--- src/rtl/can_frame_decoder.sv ---
// Receive-side decoder for extended-format CAN frames: destuffing, CRC-15, form checks, ACK request, ID field split.
// Optional feature macro: CAN_DEC_ADDR_FILTER_EN (only frames for NODE_ADDRESS or broadcast 6'h3F raise frame_valid_o).
module can_frame_decoder #(
  parameter logic [5:0] NODE_ADDRESS = 6'b100010
) (
  input  logic        clk_i,
  input  logic        rst_i,
  // bit_valid_i is a one-cycle strobe with no back-pressure: every strobe carries
  // one bus bit on bit_i and is consumed in the cycle it arrives.
  input  logic        bit_valid_i,
  input  logic        bit_i,
  output logic        ack_o,
  output logic        busy_o,
  output logic        frame_valid_o,
  output logic        message_type_o,
  output logic [5:0]  local_address_o,
  output logic [5:0]  remote_address_o,
  output logic [1:0]  handshake_o,
  output logic [1:0]  attribute_o,
  output logic [3:0]  expand_count_o,
  output logic [7:0]  cmd_data_sign_o,
  output logic        rtr_o,
  output logic [3:0]  dlc_o,
  output logic [63:0] data_o,
  output logic        error_o,
  output logic [2:0]  error_code_o,
  output logic [3:0]  state_o
);

  typedef enum logic [3:0] {
    WAIT_IDLE = 4'd0,
    IDLE      = 4'd1,
    ARB_A     = 4'd2,
    SRR       = 4'd3,
    IDE       = 4'd4,
    ARB_B     = 4'd5,
    RTR       = 4'd6,
    R1        = 4'd7,
    R0        = 4'd8,
    DLC       = 4'd9,
    DATA      = 4'd10,
    CRC       = 4'd11,
    CRC_DEL   = 4'd12,
    ACK_SLOT  = 4'd13,
    ACK_DEL   = 4'd14,
    EOF       = 4'd15
  } state_e;

  localparam logic [2:0] ERR_STUFF = 3'b001;
  localparam logic [2:0] ERR_FORM  = 3'b010;
  localparam logic [2:0] ERR_CRC   = 3'b011;

  state_e       state_q, state_d;
  logic [6:0]   cnt_q, cnt_d;
  logic [2:0]   run_q, run_d;
  logic         last_q, last_d;
  logic [14:0]  crc_q, crc_d;
  logic [14:0]  crc_rx_q, crc_rx_d;
  logic         crc_ok_q, crc_ok_d;
  logic [28:0]  id_q, id_d;
  logic         rtr_q, rtr_d;
  logic [3:0]   dlc_q, dlc_d;
  logic [63:0]  data_q, data_d;
  logic [6:0]   data_bits_q, data_bits_d;
  logic         ack_q, ack_d;
  logic         busy_q, busy_d;
  logic         valid_q, valid_d;
  logic         error_q, error_d;
  logic [2:0]   code_q, code_d;
  logic [28:0]  out_id_q, out_id_d;
  logic         out_rtr_q, out_rtr_d;
  logic [3:0]   out_dlc_q, out_dlc_d;
  logic [63:0]  out_data_q, out_data_d;

  logic         destuff_en;
  logic         err_fire;
  logic [2:0]   err_code;
  logic [3:0]   dlc_full;
  logic [6:0]   n_bits;
  logic         frame_accept;

  function automatic logic [14:0] crc_step(input logic [14:0] crc, input logic b);
    logic [14:0] sh;
    sh = {crc[13:0], 1'b0};
    return (b ^ crc[14]) ? (sh ^ 15'h4599) : sh;
  endfunction

`ifdef CAN_DEC_ADDR_FILTER_EN
  assign frame_accept = (id_q[21:16] == NODE_ADDRESS) || (id_q[21:16] == 6'h3F);
`else
  logic unused_node_address;
  assign unused_node_address = ^NODE_ADDRESS;
  assign frame_accept = 1'b1;
`endif

  // CRC_DEL is included so a stuff bit following the last CRC bit is still checked.
  assign destuff_en = (state_q == ARB_A) || (state_q == SRR) || (state_q == IDE) ||
                      (state_q == ARB_B) || (state_q == RTR) || (state_q == R1) ||
                      (state_q == R0) || (state_q == DLC) || (state_q == DATA) ||
                      (state_q == CRC) || (state_q == CRC_DEL);

  assign dlc_full = {dlc_q[2:0], bit_i};
  assign n_bits   = rtr_q ? 7'd0 : ((dlc_full > 4'd8) ? 7'd64 : {dlc_full, 3'b000});

  always_comb begin
    state_d     = state_q;
    cnt_d       = cnt_q;
    run_d       = run_q;
    last_d      = last_q;
    crc_d       = crc_q;
    crc_rx_d    = crc_rx_q;
    crc_ok_d    = crc_ok_q;
    id_d        = id_q;
    rtr_d       = rtr_q;
    dlc_d       = dlc_q;
    data_d      = data_q;
    data_bits_d = data_bits_q;
    ack_d       = ack_q;
    valid_d     = 1'b0;
    error_d     = 1'b0;
    code_d      = code_q;
    out_id_d    = out_id_q;
    out_rtr_d   = out_rtr_q;
    out_dlc_d   = out_dlc_q;
    out_data_d  = out_data_q;
    err_fire    = 1'b0;
    err_code    = 3'b000;

    if (bit_valid_i) begin
      if (destuff_en && (run_q == 3'd5)) begin
        if (bit_i == last_q) begin
          err_fire = 1'b1;
          err_code = ERR_STUFF;
        end else begin
          run_d  = 3'd1;
          last_d = bit_i;
        end
      end else begin
        if (destuff_en) begin
          run_d  = (bit_i == last_q) ? run_q + 3'd1 : 3'd1;
          last_d = bit_i;
        end
        unique case (state_q)
          WAIT_IDLE: begin
            if (!bit_i) begin
              cnt_d = '0;
            end else if (cnt_q == 7'd10) begin
              cnt_d   = '0;
              state_d = IDLE;
            end else begin
              cnt_d = cnt_q + 7'd1;
            end
          end
          IDLE: begin
            if (!bit_i) begin
              state_d     = ARB_A;
              cnt_d       = '0;
              run_d       = 3'd1;
              last_d      = 1'b0;
              crc_d       = '0;
              crc_rx_d    = '0;
              crc_ok_d    = 1'b0;
              id_d        = '0;
              rtr_d       = 1'b0;
              dlc_d       = '0;
              data_d      = '0;
              data_bits_d = '0;
            end
          end
          ARB_A: begin
            id_d  = {id_q[27:0], bit_i};
            crc_d = crc_step(crc_q, bit_i);
            if (cnt_q == 7'd10) begin
              cnt_d   = '0;
              state_d = SRR;
            end else begin
              cnt_d = cnt_q + 7'd1;
            end
          end
          SRR: begin
            crc_d = crc_step(crc_q, bit_i);
            if (!bit_i) begin
              err_fire = 1'b1;
              err_code = ERR_FORM;
            end else begin
              state_d = IDE;
            end
          end
          IDE: begin
            crc_d = crc_step(crc_q, bit_i);
            if (!bit_i) begin
              err_fire = 1'b1;
              err_code = ERR_FORM;
            end else begin
              state_d = ARB_B;
            end
          end
          ARB_B: begin
            id_d  = {id_q[27:0], bit_i};
            crc_d = crc_step(crc_q, bit_i);
            if (cnt_q == 7'd17) begin
              cnt_d   = '0;
              state_d = RTR;
            end else begin
              cnt_d = cnt_q + 7'd1;
            end
          end
          RTR: begin
            rtr_d   = bit_i;
            crc_d   = crc_step(crc_q, bit_i);
            state_d = R1;
          end
          R1: begin
            crc_d   = crc_step(crc_q, bit_i);
            state_d = R0;
          end
          R0: begin
            crc_d   = crc_step(crc_q, bit_i);
            state_d = DLC;
          end
          DLC: begin
            dlc_d = dlc_full;
            crc_d = crc_step(crc_q, bit_i);
            if (cnt_q == 7'd3) begin
              cnt_d       = '0;
              data_bits_d = n_bits;
              state_d     = (n_bits == 7'd0) ? CRC : DATA;
            end else begin
              cnt_d = cnt_q + 7'd1;
            end
          end
          DATA: begin
            data_d[6'd63 - cnt_q[5:0]] = bit_i;
            crc_d = crc_step(crc_q, bit_i);
            if (cnt_q == data_bits_q - 7'd1) begin
              cnt_d   = '0;
              state_d = CRC;
            end else begin
              cnt_d = cnt_q + 7'd1;
            end
          end
          CRC: begin
            crc_rx_d = {crc_rx_q[13:0], bit_i};
            if (cnt_q == 7'd14) begin
              cnt_d    = '0;
              crc_ok_d = ({crc_rx_q[13:0], bit_i} == crc_q);
              state_d  = CRC_DEL;
            end else begin
              cnt_d = cnt_q + 7'd1;
            end
          end
          CRC_DEL: begin
            if (!bit_i) begin
              err_fire = 1'b1;
              err_code = ERR_FORM;
            end else begin
              ack_d   = crc_ok_q;
              state_d = ACK_SLOT;
            end
          end
          ACK_SLOT: begin
            ack_d   = 1'b0;
            state_d = ACK_DEL;
          end
          ACK_DEL: begin
            if (!crc_ok_q) begin
              err_fire = 1'b1;
              err_code = ERR_CRC;
            end else if (!bit_i) begin
              err_fire = 1'b1;
              err_code = ERR_FORM;
            end else begin
              cnt_d   = '0;
              state_d = EOF;
            end
          end
          EOF: begin
            if (!bit_i) begin
              err_fire = 1'b1;
              err_code = ERR_FORM;
            end else if (cnt_q == 7'd6) begin
              cnt_d   = '0;
              state_d = IDLE;
              if (frame_accept) begin
                valid_d    = 1'b1;
                out_id_d   = id_q;
                out_rtr_d  = rtr_q;
                out_dlc_d  = dlc_q;
                out_data_d = data_q;
              end
            end else begin
              cnt_d = cnt_q + 7'd1;
            end
          end
          default: ;
        endcase
      end
    end

    if (err_fire) begin
      error_d = 1'b1;
      code_d  = err_code;
      ack_d   = 1'b0;
      cnt_d   = '0;
      state_d = WAIT_IDLE;
    end

    busy_d = !((state_d == IDLE) || (state_d == WAIT_IDLE));
  end

  always_ff @(posedge clk_i) begin
    if (rst_i) begin
      state_q     <= WAIT_IDLE;
      cnt_q       <= '0;
      run_q       <= '0;
      last_q      <= 1'b0;
      crc_q       <= '0;
      crc_rx_q    <= '0;
      crc_ok_q    <= 1'b0;
      id_q        <= '0;
      rtr_q       <= 1'b0;
      dlc_q       <= '0;
      data_q      <= '0;
      data_bits_q <= '0;
      ack_q       <= 1'b0;
      busy_q      <= 1'b0;
      valid_q     <= 1'b0;
      error_q     <= 1'b0;
      code_q      <= '0;
      out_id_q    <= '0;
      out_rtr_q   <= 1'b0;
      out_dlc_q   <= '0;
      out_data_q  <= '0;
    end else begin
      state_q     <= state_d;
      cnt_q       <= cnt_d;
      run_q       <= run_d;
      last_q      <= last_d;
      crc_q       <= crc_d;
      crc_rx_q    <= crc_rx_d;
      crc_ok_q    <= crc_ok_d;
      id_q        <= id_d;
      rtr_q       <= rtr_d;
      dlc_q       <= dlc_d;
      data_q      <= data_d;
      data_bits_q <= data_bits_d;
      ack_q       <= ack_d;
      busy_q      <= busy_d;
      valid_q     <= valid_d;
      error_q     <= error_d;
      code_q      <= code_d;
      out_id_q    <= out_id_d;
      out_rtr_q   <= out_rtr_d;
      out_dlc_q   <= out_dlc_d;
      out_data_q  <= out_data_d;
    end
  end

  assign ack_o            = ack_q;
  assign busy_o           = busy_q;
  assign frame_valid_o    = valid_q;
  assign error_o          = error_q;
  assign error_code_o     = code_q;
  assign message_type_o   = out_id_q[28];
  assign local_address_o  = out_id_q[27:22];
  assign remote_address_o = out_id_q[21:16];
  assign handshake_o      = out_id_q[15:14];
  assign attribute_o      = out_id_q[13:12];
  assign expand_count_o   = out_id_q[11:8];
  assign cmd_data_sign_o  = out_id_q[7:0];
  assign rtr_o            = out_rtr_q;
  assign dlc_o            = out_dlc_q;
  assign data_o           = out_data_q;
  assign state_o          = state_q;

endmodule

--- config.mk ---
export PLATFORM = sky130hd
export DESIGN_NAME = can_frame_decoder
export DESIGN_NICKNAME = d
export VERILOG_FILES = /design/src/rtl/can_frame_decoder.sv
export SDC_FILE = /design/constraint.sdc
export NUM_CORES = 1
export LEC_CHECK = 0
export BUFFER_PORTS_ARGS = -buffer_cell sky130_fd_sc_hd__clkbuf_2
export CAP_MARGIN = 30
export CORE_MARGIN = 10
export CORE_UTILIZATION = 28
export CTS_BUF_LIST = sky130_fd_sc_hd__clkbuf_2
export DETAILED_ROUTE_END_ITERATION = 7
export GPL_TIMING_DRIVEN = 0
export PLACE_DENSITY = 0.41
export SYNTH_ARGS = -nofsm -noshare
export SYNTH_HDL_FRONTEND = slang
export SYNTH_SLANG_ARGS = --single-unit
--- constraint.sdc ---
create_clock -name clk_i -period 3.95 [get_ports clk_i]
set_input_delay 0.395 -clock clk_i [delete_from_list [all_inputs] [get_ports clk_i]]
set_output_delay 0.395 -clock clk_i [all_outputs]
set_load 0.01 [all_outputs]
Yosys cells after proc, flatten, opt, wreduce, memory -nomap -nowiden
Cells that the tools add are included.

Add/subtract/negate cells: 4. Multiply operators: 0. Divide/modulo/power cells: 0. Magnitude comparators: 3. Equality and inequality tests: 33. Shift-type cells: 0. Muxes and demuxes: 80. Bitwise gates (word level): 6. Reduce and logical (&&, ||, !) cells: 42.

Operators with widths (number): one-hot mux 64 bit (2 select lines) (1); two-way mux 7 bit (14); two-way mux 4 bit (19); bitwise mux 64 bit (1); two-way mux 64 bit (1); one-hot mux 4 bit (16 select lines) (1); one-hot mux 7 bit (9 select lines) (1); one-hot mux 29 bit (2 select lines) (1); equality test 4 bit, second input constant (8); two-way mux 15 bit (2); one-hot mux 15 bit (2 select lines) (1); two-way mux 29 bit (1); one-hot mux 14 bit (2 select lines) (1); AND reduction 4 bit (7); two-way mux 3 bit (8); two-way mux 1 bit (18); equality test 4 x 3 -> 1 bit, second input constant (4); equality test 15 bit (1); AND reduction 5 bit (3); equality test 7 x 4 -> 1 bit, second input constant (2); one-hot mux 7 bit (2 select lines) (1); nonzero test 2 bit (7); inequality test 2 bit, second input constant (6); logical OR 1 bit (11); 35 further kinds (48).

Flip-flop bits (word level): 255. Bits in latches: 0. Bits in writable memories: 0. ROM bits: 0. Input port bits: 4. Output and inout bits: 109. Logic and storage cells: 189. Memories kept: 0.

Longest topological paths before layout
Gate-level depths: netlist (run 1).

Depth in word-level cells: 18. Depth in mapped cells: 10. Depth with buffers taken out: 8.

Worst setup path after synthesis (run 1)
Ideal clock, no wire load.

Path type: reg-to-reg. Start: reg cnt_q[0]. End: reg out_data_q[21], in the netlist data_o[21]. Setup time: 71 ps. Data arrival time: 2420 ps. Data required time: 3879 ps. Path slack: 1460 ps. Cell stages (with the launch flop): 11. Path buffers: 3. Clock period less this slack: 2490 ps. Cell sequence: dfxtp_1 clkbuf_1 inv_1 ha_1 nor4b_2 nand3_1 nor4_2 clkbuf_1 buf_2 nand2_1 a21oi_1.

Word-level cells in the longest chain between the ends: 2.

RTL lines: from (decl) (RTL line 54) `logic [6:0] cnt_q, cnt_d;`; from (signal assigned) (RTL line 336) `cnt_q <= cnt_d;`; equality test 7 x 3 -> 1 bit (RTL line 281) `end else if (cnt_q == 7'd6) begin`; AND reduction 5 bit (no source line); to (signal assigned) (RTL line 355) `out_data_q <= out_data_d;`; to (decl) (RTL line 73) `logic [63:0] out_data_q, out_data_d;`.

No other way between the ends. A chain may end at the register's enable or synchronous reset.

Worst setup path after layout (run 1)
Start: reg cnt_q[0]. End: reg busy_q, in the netlist busy_o.

Word-level cells in the longest chain between the ends: 10. Elaborated cells on any way between the ends: 23. Those cells by class: 7 x eq/ne; 13 x mux; 3 x reduce/logical.

RTL lines: equality test 7 x 3 -> 1 bit / equality test 7 x 4 -> 1 bit (equally long branches) (RTL line 281, 147, 173); two-way mux 4 bit, on equally long branches (RTL line 281, 147); two-way mux 4 bit, on equally long branches (RTL line 278, 145); one-hot mux 4 bit (16 select lines) (*) (RTL line 143) `unique case (state_q)`; two-way mux 4 bit (*) (RTL line 130) `if (destuff_en && (run_q == 3'd5)) begin`; two-way mux 4 bit (*) (RTL line 129) `if (bit_valid_i) begin`; two-way mux 4 bit (*) (RTL line 300) `if (err_fire) begin`; equality test 4 x 1 -> 1 bit / zero test 4 bit (equally long branches) (RTL line 308) `busy_d = !((state_d == IDLE) || (state_d == WAIT_IDLE));`; logical OR 1 bit (*) (RTL line 308); zero test 1 bit (*) (RTL line 308); to (signal assigned) (RTL line 348) `busy_q <= busy_d;`; to (decl) (RTL line 66) `logic busy_q, busy_d;`.

Every way passes the cells marked *; elsewhere a longest branch is shown, timed or not.

==> results.md, run 1 <==
* Outcome: finished clean
* Top area cells in the synthesized netlist: dfxtp_1, nand2_1, a21oi_1
* Syn. warnings at 0
* Critical Path Fanout Max at 10
* I/O pin count at 113
* All-layer global routing usage at 0.1546
* RePlAce Congestion at 0.8653
* Width of the chip at 213.2 µm
* Setup violators final at 0
* Peak supply drop at 0.0001900 V
* Synth Area per Inst at 7.953 µm²
* Antenna viol nets, final at 0
* Cell with the most instances after synthesis: nand2_1
* DRT iter0 DRCs at 608
* Clock transition at the registers of the reported paths at 0.09 ns
* Post-synth EDFFs at 0
* DIE HEIGHT at 213.2 µm
* Worst R2R Start: cnt_q[0]
* Hold wc startpoint: bit_i
* TritonCTS buffer count at 72
* Post-synthesis cell type count at 62
* Ys flop type: dfxtp_1
* Layout cells sized above 1 at 0.1617
* P per Cell Area at 382.8 nW/µm²
* Flops & latches, synth at 251
* FFs w/ async S/R, synth at 0
* Starting density of the core at 0.2848
* Setup TNS at 0 ns
* Core Area at 36700 µm²
* Vias at 9972
* Yosys top cell area share at 0.4808
* CTS tree: built
* DR WL/cell at 17.57 µm
* Post-layout min period at 3.509 ns
* Final hold vios at 0
* DRC viols at 0
* Worst EP arrival at 4.31 ns
* Synthesized netlist net count at 1324
* P_leak at 4.357 nW
* Pre-antenna DRT Iters at 6
* Synth area leader: dfxtp_1
* Multi-input gate area at 4960 µm²
* Hold slack at 0.2225 ns
* Slew HR at 0.4060
* IO buf count at 110
* Clk buf depth at 3
* CTS H-Tree Depth at 3
* Final Cycle Share at 0.8883
* CTS resizes at 0
* Root buf cell: clkbuf_2
* DIE AREA at 45450 µm²
* Critical Path Source Type: register
* Area Overhead vs Synth at 17.95%
* Clk_lat worst skew at 0.89 ns
* Global route total overflow at 0
* CTS Sinks at 251
* Max-cap viol count at 0
* Final clock skew at 0.06071 ns
* Min-Delay Path Class: primary input to register
* Largest net degree at the start of global routing at 12
* Routed WL at 35.50 mm
* Global-route wire length before repair at 55.10 mm
* FP Rows at 70
* Max Fclk at 285.0 MHz
* CP Launch Point: cnt_q[0]
* Crit path kind: register to register
* Critical Path End Type: register
* Initial antenna violation count at 1
* Vias in the first global route at 9815
* Syn Std Cell Area at 10450 µm²
* Filler instances at 4080
* Max-slew violations at 0
* Vias per Instance at 4.934
* Top cells by count, synth: nand2_1, dfxtp_1, a21oi_1
* Tightest Pin Transition at 0.8816 ns
* Nets at 1511
* CP Data Required Time at 4.75 ns
* DP HPWL at 25.36 mm
* RSZ-0062 raised after global routing: no
* FF+latch area at 5025 µm²
* Register area share after synthesis at 0.4808
* Synth Instances at 1314
-- routing by layer --
| metal | part of all wire | up-vias | track usage | wire [µm] |
|---|---|---|---|---|
| met5 | 0 | - | 0 | 0 |
| met4 | 0.018 | 0 | 0.05402 | 641 |
| met3 | 0.050 | 54 | 0.03548 | 1770 |
| met2 | 0.45 | 231 | 0.2458 | 16130 |
| met1 | 0.48 | 4721 | 0.2014 | 16960 |
| li1 | - | 4966 | - | - |
-- worst max-delay path, stage by stage (launching register included) --
cell and delay (ns):
dfxtp_1 0.36, clkbuf_1 0.36, inv_1 0.22, ha_1 0.27
nor4b_2 0.20, nand3_1 0.22, nor2_1 0.06, nand2_1 0.58
clkbuf_1 0.61, o21ai_0 0.28, a31oi_1 0.25
-- path summary, 6_finish.rpt --
| check | endpoint | slack, ns | cells past startpoint |
|---|---|---|---|
| setup / recovery | busy_o | 0.44 | 10 |
| hold / removal | rtr_q | 0.22 | 5 |
| setup reg to reg | busy_o | 0.44 | 10 |
| hold reg to reg | data_o[1] | 0.44 | 2 |
-- logic make-up (layout without fill, tap and decap cells) --
logic type,Yosys count,in the layout,share of synthesized area
and+or+nand+nor,541,541,0.2349
AOI/OAI and AO/OA,361,361,0.2026
DFF,251,251,0.4808
buffers and inverters,122,360,0.04538
xor gates and xnor gates,28,28,0.02490
adders and majority gates,6,6,0.007184
muxes,4,4,0.003832
other,1,2,0.0003589
-- placed cells by master, fill, tap and decap left out, types with 5 or more instances in the layout --
cell	instances
nor2b_1	10
nor2_1	94
clkbuf_1	88
inv_1	13
xnor2_1	15
nand4_1	9
a31oi_1	10
a21oi_1	193
nand2_1	278
clkinv_1	10
o21ai_0	60
xor2_1	12
clkbuf_2	221
or3_1	48
buf_1	10
nand3_1	41
or2_2	7
nor3_1	12
ha_1	6
a22oi_1	62
dfxtp_1	251
buf_2	6
nand2b_1	5
nand3b_1	11
-- layout make-up --
| type | count | area share |
|---|---|---|
| well taps | 468 | 0.04751 |
| multi-input cells | 941 | 0.4024 |
| inverters | 13 | 0.003959 |
| diodes | 1 | 0.0002030 |
| clock inverters | 18 | 0.01310 |
| repair buffers | 113 | 0.04720 |
| flip-flops and latches | 251 | 0.4077 |
| clock buffers | 107 | 0.04345 |
| plain buffers | 109 | 0.03451 |
-- registers in the layout (all words and copies together), names as in the netlist --
name	flops
crc_rx_q	14
error_code_o	2
frame_valid_o	1
crc_ok_q	1
busy_o	1
data_o	64
rtr_q	1
error_o	1
dlc_q	4
ack_o	1
run_q	3
out_id_q	29
data_bits_q	4
state_o	4
cnt_q	7
id_q	29
rtr_o	1
crc_q	15
last_q	1
data_q	64
dlc_o	4
-- through the flow --
step                      area [µm²]  utilization  power [mW]  worst slack, ns  cells
after floorplan                10450            -       2.661            1.460   1314
after global placement         11590       0.3157       2.715          -0.2463   1892
after detailed placement       11610       0.3163       2.714           0.4061   1893
after CTS                      12320       0.3358       4.831           0.3544   2020
after global routing           12330       0.3359       4.974          0.07607   2021
final                          12330       0.3359       4.719           0.4414   2021
-- where the power goes --
part / switching (mW) / internal (mW)
logic: 0.103 / 0.0230
clock network: 1.15 / 0.917
registers: 0.000637 / 2.53
total: 1.25 / 3.47
-- timing repair --
action / in CTS / in global routing
hold buffers: 2 / 0
buffers inserted: 0 / 0
hold endpoints to repair: 6 / 0
(Power assumes the default switching activity.)
==> run 2: changes to the inputs <==
--- a/config.mk
+++ b/config.mk
@@ -8,11 +8,11 @@
 export BUFFER_PORTS_ARGS = -buffer_cell sky130_fd_sc_hd__clkbuf_2
 export CAP_MARGIN = 30
 export CORE_MARGIN = 10
-export CORE_UTILIZATION = 28
+export CORE_UTILIZATION = 55
 export CTS_BUF_LIST = sky130_fd_sc_hd__clkbuf_2
 export DETAILED_ROUTE_END_ITERATION = 7
 export GPL_TIMING_DRIVEN = 0
-export PLACE_DENSITY = 0.41
+export PLACE_DENSITY = 0.72
 export SYNTH_ARGS = -nofsm -noshare
 export SYNTH_HDL_FRONTEND = slang
 export SYNTH_SLANG_ARGS = --single-unit
==> results.md, run 2 (synthesis results as in run 1) <==
* Outcome: finished clean (unchanged)
* Critical Path Source Type: register (unchanged)
* WP buf/inv at 4 (was 3)
* Comb pwr share at 0.028 (was 0.027)
* TritonCTS buffer count at 60 (was 72)
* Vias at 9964 (was 9972)
* Initial antenna violation count at 1 (unchanged)
* Clock share of power at 0.374 (was 0.437)
* Tightest Pin Transition at 0.8558 ns (was 0.8816 ns)
* Total power at 4.229 mW (was 4.719 mW)
* CTS tree: built (unchanged)
* RePlAce Congestion at 0.9501 (was 0.8653)
* DR WL/cell at 16.93 µm (was 17.57 µm)
* Critical Path Fanout Max at 10 (unchanged)
* Hold buffers post-CTS at 1 (was 2)
* Core Area at 18710 µm² (was 36700 µm²)
* CTS resizes at 0 (unchanged)
* Worst path cell trace: clkbuf_1 -> inv_1 -> ha_1 -> nor4b_2 -> nand3_1 -> nor4_2 -> buf_4 -> clkbuf_1 -> nand2_1 -> a21oi_1 (was clkbuf_1 -> inv_1 -> ha_1 -> nor4b_2 -> nand3_1 -> nor2_1 -> nand2_1 -> clkbuf_1 -> o21ai_0 -> a31oi_1)
* Starting density of the core at 0.5587 (was 0.2848)
* Most numerous cell on the critical path: clkbuf_1 (unchanged)
* DIE HEIGHT at 157.8 µm (was 213.2 µm)
* Clk_lat worst skew at 0.88 ns (was 0.89 ns)
* DRC viols at 0 (unchanged)
* Max-cap viol count at 0 (unchanged)
* Sw Pwr at 1.097 mW (was 1.250 mW)
* CTS H-Tree Depth at 2 (was 3)
* Global-route wire length before repair at 48.52 mm (was 55.10 mm)
* Layout cells sized above 1 at 0.1486 (was 0.1617)
* Width of the chip at 157.8 µm (was 213.2 µm)
* Switching share of power at 0.2595 (was 0.2648)
* Max-slew violations at 0 (unchanged)
* Vias in the first global route at 9501 (was 9815)
* Global route total overflow at 0 (unchanged)
* Critical Path End Type: register (unchanged)
* RSZ-0062 raised after global routing: no (unchanged)
* Critical path's top delay family: simple AND/OR/NAND/NOR gates (was buffers and inverters)
* All-layer global routing usage at 0.2373 (was 0.1546)
* Hold-critical path depth at 3 (was 5)
* P per Cell Area at 358.8 nW/µm² (was 382.8 nW/µm²)
* I/O pin count at 113 (unchanged)
* CTS Sinks at 251 (unchanged)
* DIE AREA at 24910 µm² (was 45450 µm²)
* Area Overhead vs Synth at 12.80% (was 17.95%)
* Worst EP arrival at 4.27 ns (was 4.31 ns)
* Vias per Instance at 5.674 (was 4.934)
* Final hold vios at 0 (unchanged)
* Sequential share of power at 0.598 (was 0.536)
* Antenna viol nets, final at 0 (unchanged)
* Post-CTS setup buffer count at 0 (unchanged)
* IO buf count at 110 (unchanged)
* Slew HR at 0.4247 (was 0.4060)
* Root buf cell: clkbuf_2 (unchanged)
* WP depth at 10 (unchanged)
* P_leak at 4.203 nW (was 4.357 nW)
* Routed WL at 29.73 mm (was 35.50 mm)
* Peak supply drop at 0.0002198 V (was 0.0001900 V)
* Max Fclk at 288.8 MHz (was 285.0 MHz)
* Final Cycle Share at 0.8767 (was 0.8883)
* Post-layout min period at 3.463 ns (was 3.509 ns)
* Commonest non-fill, non-tap cell in the layout: nand2_1 (unchanged)
* Most frequent cells in the layout: nand2_1, dfxtp_1, clkbuf_2 (unchanged)
* Setup violators final at 0 (unchanged)
* Reg2reg path depth at 10 (unchanged)
* Max incr delay on CP at 0.69 ns (was 0.61 ns)
* Crit path kind: register to register (unchanged)
* CP Data Required Time at 4.75 ns (about the same)
* Final clock skew at 0.04073 ns (was 0.06071 ns)
* Pre-antenna DRT Iters at 5 (was 6)
* Worst path slowest cell: nor4_2 (was clkbuf_1)
* Clock transition at the registers of the reported paths at 0.10 ns (was 0.09 ns)
* Min-Delay Path Class: primary input to register (unchanged)
* Largest net degree at the start of global routing at 18 (was 12)
* Setup TNS at 0 ns (unchanged)
* Internal power at 3.132 mW (was 3.469 mW)
* Nets at 1498 (was 1511)
* DP HPWL at 21.26 mm (was 25.36 mm)
* DRT iter0 DRCs at 822 (was 608)
* FP Rows at 50 (was 70)
* Clk buf depth at 3 (unchanged)
==> run 2: changes by cell type in the layout (fill, tap and decap cells not counted), moves of 2 or more <==
| cell | change |
|---|---|
| bufinv_16 | -3 |
| clkinv_1 | -5 |
| clkbuf_2 | -20 |
| clkinv_4 | -2 |
==> run 2: power groups by stage <==
| stage | logic (mW) | clock network (mW) | registers (mW) |
|---|---|---|---|
| 3_3_place_gp | 0.115 | 0 | 2.59 |
| 5_1_grt | 0.128 | 1.73 | 2.53 |
| 2_1_floorplan | 0.0728 | 0 | 2.59 |
| 6_report | 0.118 | 1.58 | 2.53 |
| 4_1_cts | 0.116 | 1.61 | 2.53 |
| 3_5_place_dp | 0.115 | 0 | 2.59 |
==> run 2: layer usage <==
metal,vias up,GRT usage,routed length [µm]
met2,324,0.3848,13810
met4,0,0.09038,784
met3,57,0.04288,1927
met1,4663,0.3077,13210
met5,-,0,0
li1,4920,-,-
==> run 2: path summary, 6_finish.rpt <==
check | startpoint | endpoint | slack, ns
worst min register to register | data_q[42] | data_o[42] | 0.45
worst min-delay path | rst_i | cnt_q[5] | 0.11
worst max register to register | cnt_q[0] | data_o[63] | 0.49
worst max-delay path | cnt_q[0] | data_o[63] | 0.49
==> run 2: per-stage QoR <==
stage / utilization / area (µm²) / std cells / hold WS, ns / setup slack, ns
4_1_cts: 0.6300 / 11790 / 1755 / 0.06145 / 0.5420
2_1_floorplan: - / 10450 / 1314 / 0.4284 / 1.460
3_3_place_gp: 0.6037 / 11290 / 1658 / 0.4385 / 0.1571
3_5_place_dp: 0.6041 / 11300 / 1659 / 0.4446 / 0.5478
5_1_grt: 0.6302 / 11790 / 1756 / 0.1357 / 0.2457
6_report: 0.6302 / 11790 / 1756 / 0.1137 / 0.4870
==> run 2: tightest hold or removal path, cell delays in order <==
cell      delay, ns
clkbuf_2       0.15
nand2b_1       0.32
a31oi_1        0.06
==> run 2: area by class of cell <==
class                           instances  area, µm²
Buffer                                109      425.4
Fill cell                            1767       6918
Inverter                               13      48.80
Antenna cell                            1      2.502
Clock buffer                           87      435.4
Sequential cell                       251       5025
Timing Repair Buffer                  112      568.0
Multi-Input combinational cell        941       4951
Tap cell                              234      292.8
Clock inverter                          8      38.79
==> run 3: changes to the inputs <==
--- a/config.mk
+++ b/config.mk
@@ -16,3 +16,4 @@
 export SYNTH_ARGS = -nofsm -noshare
 export SYNTH_HDL_FRONTEND = slang
 export SYNTH_SLANG_ARGS = --single-unit
+export TNS_END_PERCENT = 50
==> constraint.sdc (replaced) <==
create_clock -name clk_i -period 3.4 [get_ports clk_i]
set_input_delay 0.34 -clock clk_i [delete_from_list [all_inputs] [get_ports clk_i]]
set_output_delay 0.34 -clock clk_i [all_outputs]
set_load 0.01 [all_outputs]
==> results.md, run 3 (synthesis results as in run 1) <==
* Max-cap viol count at 0 (unchanged)
* Vias at 9962 (was 9964)
* Crit path kind: register to register (unchanged)
* Most frequent cells in the layout: nand2_1, dfxtp_1, clkbuf_2 (unchanged)
* CTS tree: built (unchanged)
* Max Used Layer: met4 (unchanged)
* DIE HEIGHT at 157.8 µm (unchanged)
* Setup TNS at 0 ns (unchanged)
* All-layer global routing usage at 0.2373 (unchanged)
* Starting density of the core at 0.5587 (unchanged)
* Critical Path End Type: register (unchanged)
* Hold slack at 0.07880 ns (was 0.1137 ns)
* TritonCTS buffer count at 60 (unchanged)
* Routed WL at 29.74 mm (was 29.73 mm)
* Vias in the first global route at 9508 (was 9501)
* RSZ-0062 raised after global routing: no (unchanged)
* Peak supply drop at 0.0002553 V (was 0.0002198 V)
* Initial antenna violation count at 1 (unchanged)
* Met2 routed WL at 13.84 mm (was 13.81 mm)
* Antenna viol nets, final at 0 (unchanged)
* Core Area at 18710 µm² (unchanged)
* Slew HR at 0.4491 (was 0.4247)
* Final hold vios at 0 (unchanged)
* Post-DP Area at 11300 µm² (unchanged)
* Global route total overflow at 0 (unchanged)
* DR WL/cell at 16.93 µm (about the same)
* IO buf count at 110 (unchanged)
* Post-layout min period at 3.135 ns (was 3.463 ns)
* Max-slew violations at 0 (unchanged)
* DRT iter0 DRCs at 786 (was 822)
* I/O pin count at 113 (unchanged)
* Met3 wire len at 1.938 mm (was 1.927 mm)
* Commonest non-fill, non-tap cell in the layout: nand2_1 (unchanged)
* Global-route wire length before repair at 48.53 mm (was 48.52 mm)
* M1 WL at 13.13 mm (was 13.21 mm)
* Nets at 1498 (unchanged)
* Placed cells at 1659 (unchanged)
* Width of the chip at 157.8 µm (unchanged)
* RePlAce Congestion at 0.9501 (unchanged)
* FP Rows at 50 (unchanged)
* Fin cells at 1756 (unchanged)
* Clock transition at the registers of the reported paths at 0.09 ns (was 0.10 ns)
* Largest net degree at the start of global routing at 18 (unchanged)
* P_leak at 4.217 nW (was 4.203 nW)
* DP HPWL at 21.26 mm (unchanged)
* Outcome: finished clean (unchanged)
* Fin area at 11810 µm² (was 11790 µm²)
* Final clock skew at 0.03991 ns (was 0.04073 ns)
* CTS H-Tree Depth at 2 (unchanged)
* Critical Path Fanout Max at 10 (unchanged)
* Tightest Pin Transition at 0.8264 ns (was 0.8558 ns)
* Area Overhead vs Synth at 13.03% (was 12.80%)
* DIE AREA at 24910 µm² (unchanged)
* P per Cell Area at 415.7 nW/µm² (was 358.8 nW/µm²)
* Clk_lat worst skew at 0.87 ns (was 0.88 ns)
* Filler instances at 1765 (was 1767)
* CP Data Required Time at 4.14 ns (was 4.75 ns)
* Pre-antenna DRT Iters at 7 (was 5)
* Root buf cell: clkbuf_2 (unchanged)
* Vias per Instance at 5.673 (was 5.674)
* Setup violators final at 0 (unchanged)
* DRC viols at 0 (unchanged)
* CTS Sinks at 251 (unchanged)
* Layout cells sized above 1 at 0.1499 (was 0.1486)
* Worst EP arrival at 3.87 ns (was 4.27 ns)
* Critical Path Source Type: register (unchanged)
* Final Cycle Share at 0.9220 (was 0.8767)
* Min-Delay Path Class: primary input to register (unchanged)
* Max Fclk at 319.0 MHz (was 288.8 MHz)
* Clk buf depth at 3 (unchanged)
## run 3: path summary, 6_finish.rpt
kind	depth (start not counted)	startpoint	slack, ns	to
max	8	state_o[0]	0.27	data_q[38]
min reg2reg	2	data_q[50]	0.45	data_o[50]
max reg2reg	8	state_o[0]	0.27	data_q[38]
min	3	rst_i	0.08	cnt_q[5]
## run 3: per-layer routing
metal	GRT usage	vias up
li1	-	4909
met1	0.3075	4673
met2	0.3850	315
met3	0.04288	65
met4	0.09038	0
met5	0	-
## run 3: final cells by class
cell class	instances	area, µm²	area share
clock buffers	87	435.4	0.03686
multi-input cells	941	4974	0.4211
inverters	13	48.80	0.004131
clock inverters	8	38.79	0.003284
diodes	1	2.502	0.0002119
repair buffers	112	568.0	0.04809
flip-flops and latches	251	5025	0.4254
plain buffers	109	426.7	0.03612
well taps	234	292.8	0.02479
## run 3: power by group
part	total [mW]	internal [mW]	switching, mW
combinational	0.138	0.0262	0.112
clock	1.83	0.674	1.16
sequential	2.94	2.94	0.000854
## run 3: what timing repair did
| action | 4_1_cts | 5_1_grt |
|---|---|---|
| setup endpoints to repair | 1 | 105 |
| gates resized for setup | 1 | 5 |
| hold buffers | 1 | 0 |
| setup buffers | 0 | 0 |
| hold endpoints to repair | 5 | 0 |
## run 3: critical path, cell delays in order (launching register included)
cell	delay, ns
dfxtp_1	0.42
clkbuf_1	0.38
nand2b_1	0.26
nor3_2	0.33
and2_0	0.41
or2_2	0.18
clkbuf_1	0.48
buf_1	0.47
a21oi_1	0.10
## run 3: through the flow
step,setup slack [ns],power [mW],util
floorplan,0.9096,3.092,-
global placement,-0.3929,3.142,0.6037
detailed placement,-0.002167,3.141,0.6041
CTS,0.08781,4.946,0.6305
global route,0.02760,5.103,0.6314
finish,0.2652,4.910,0.6314
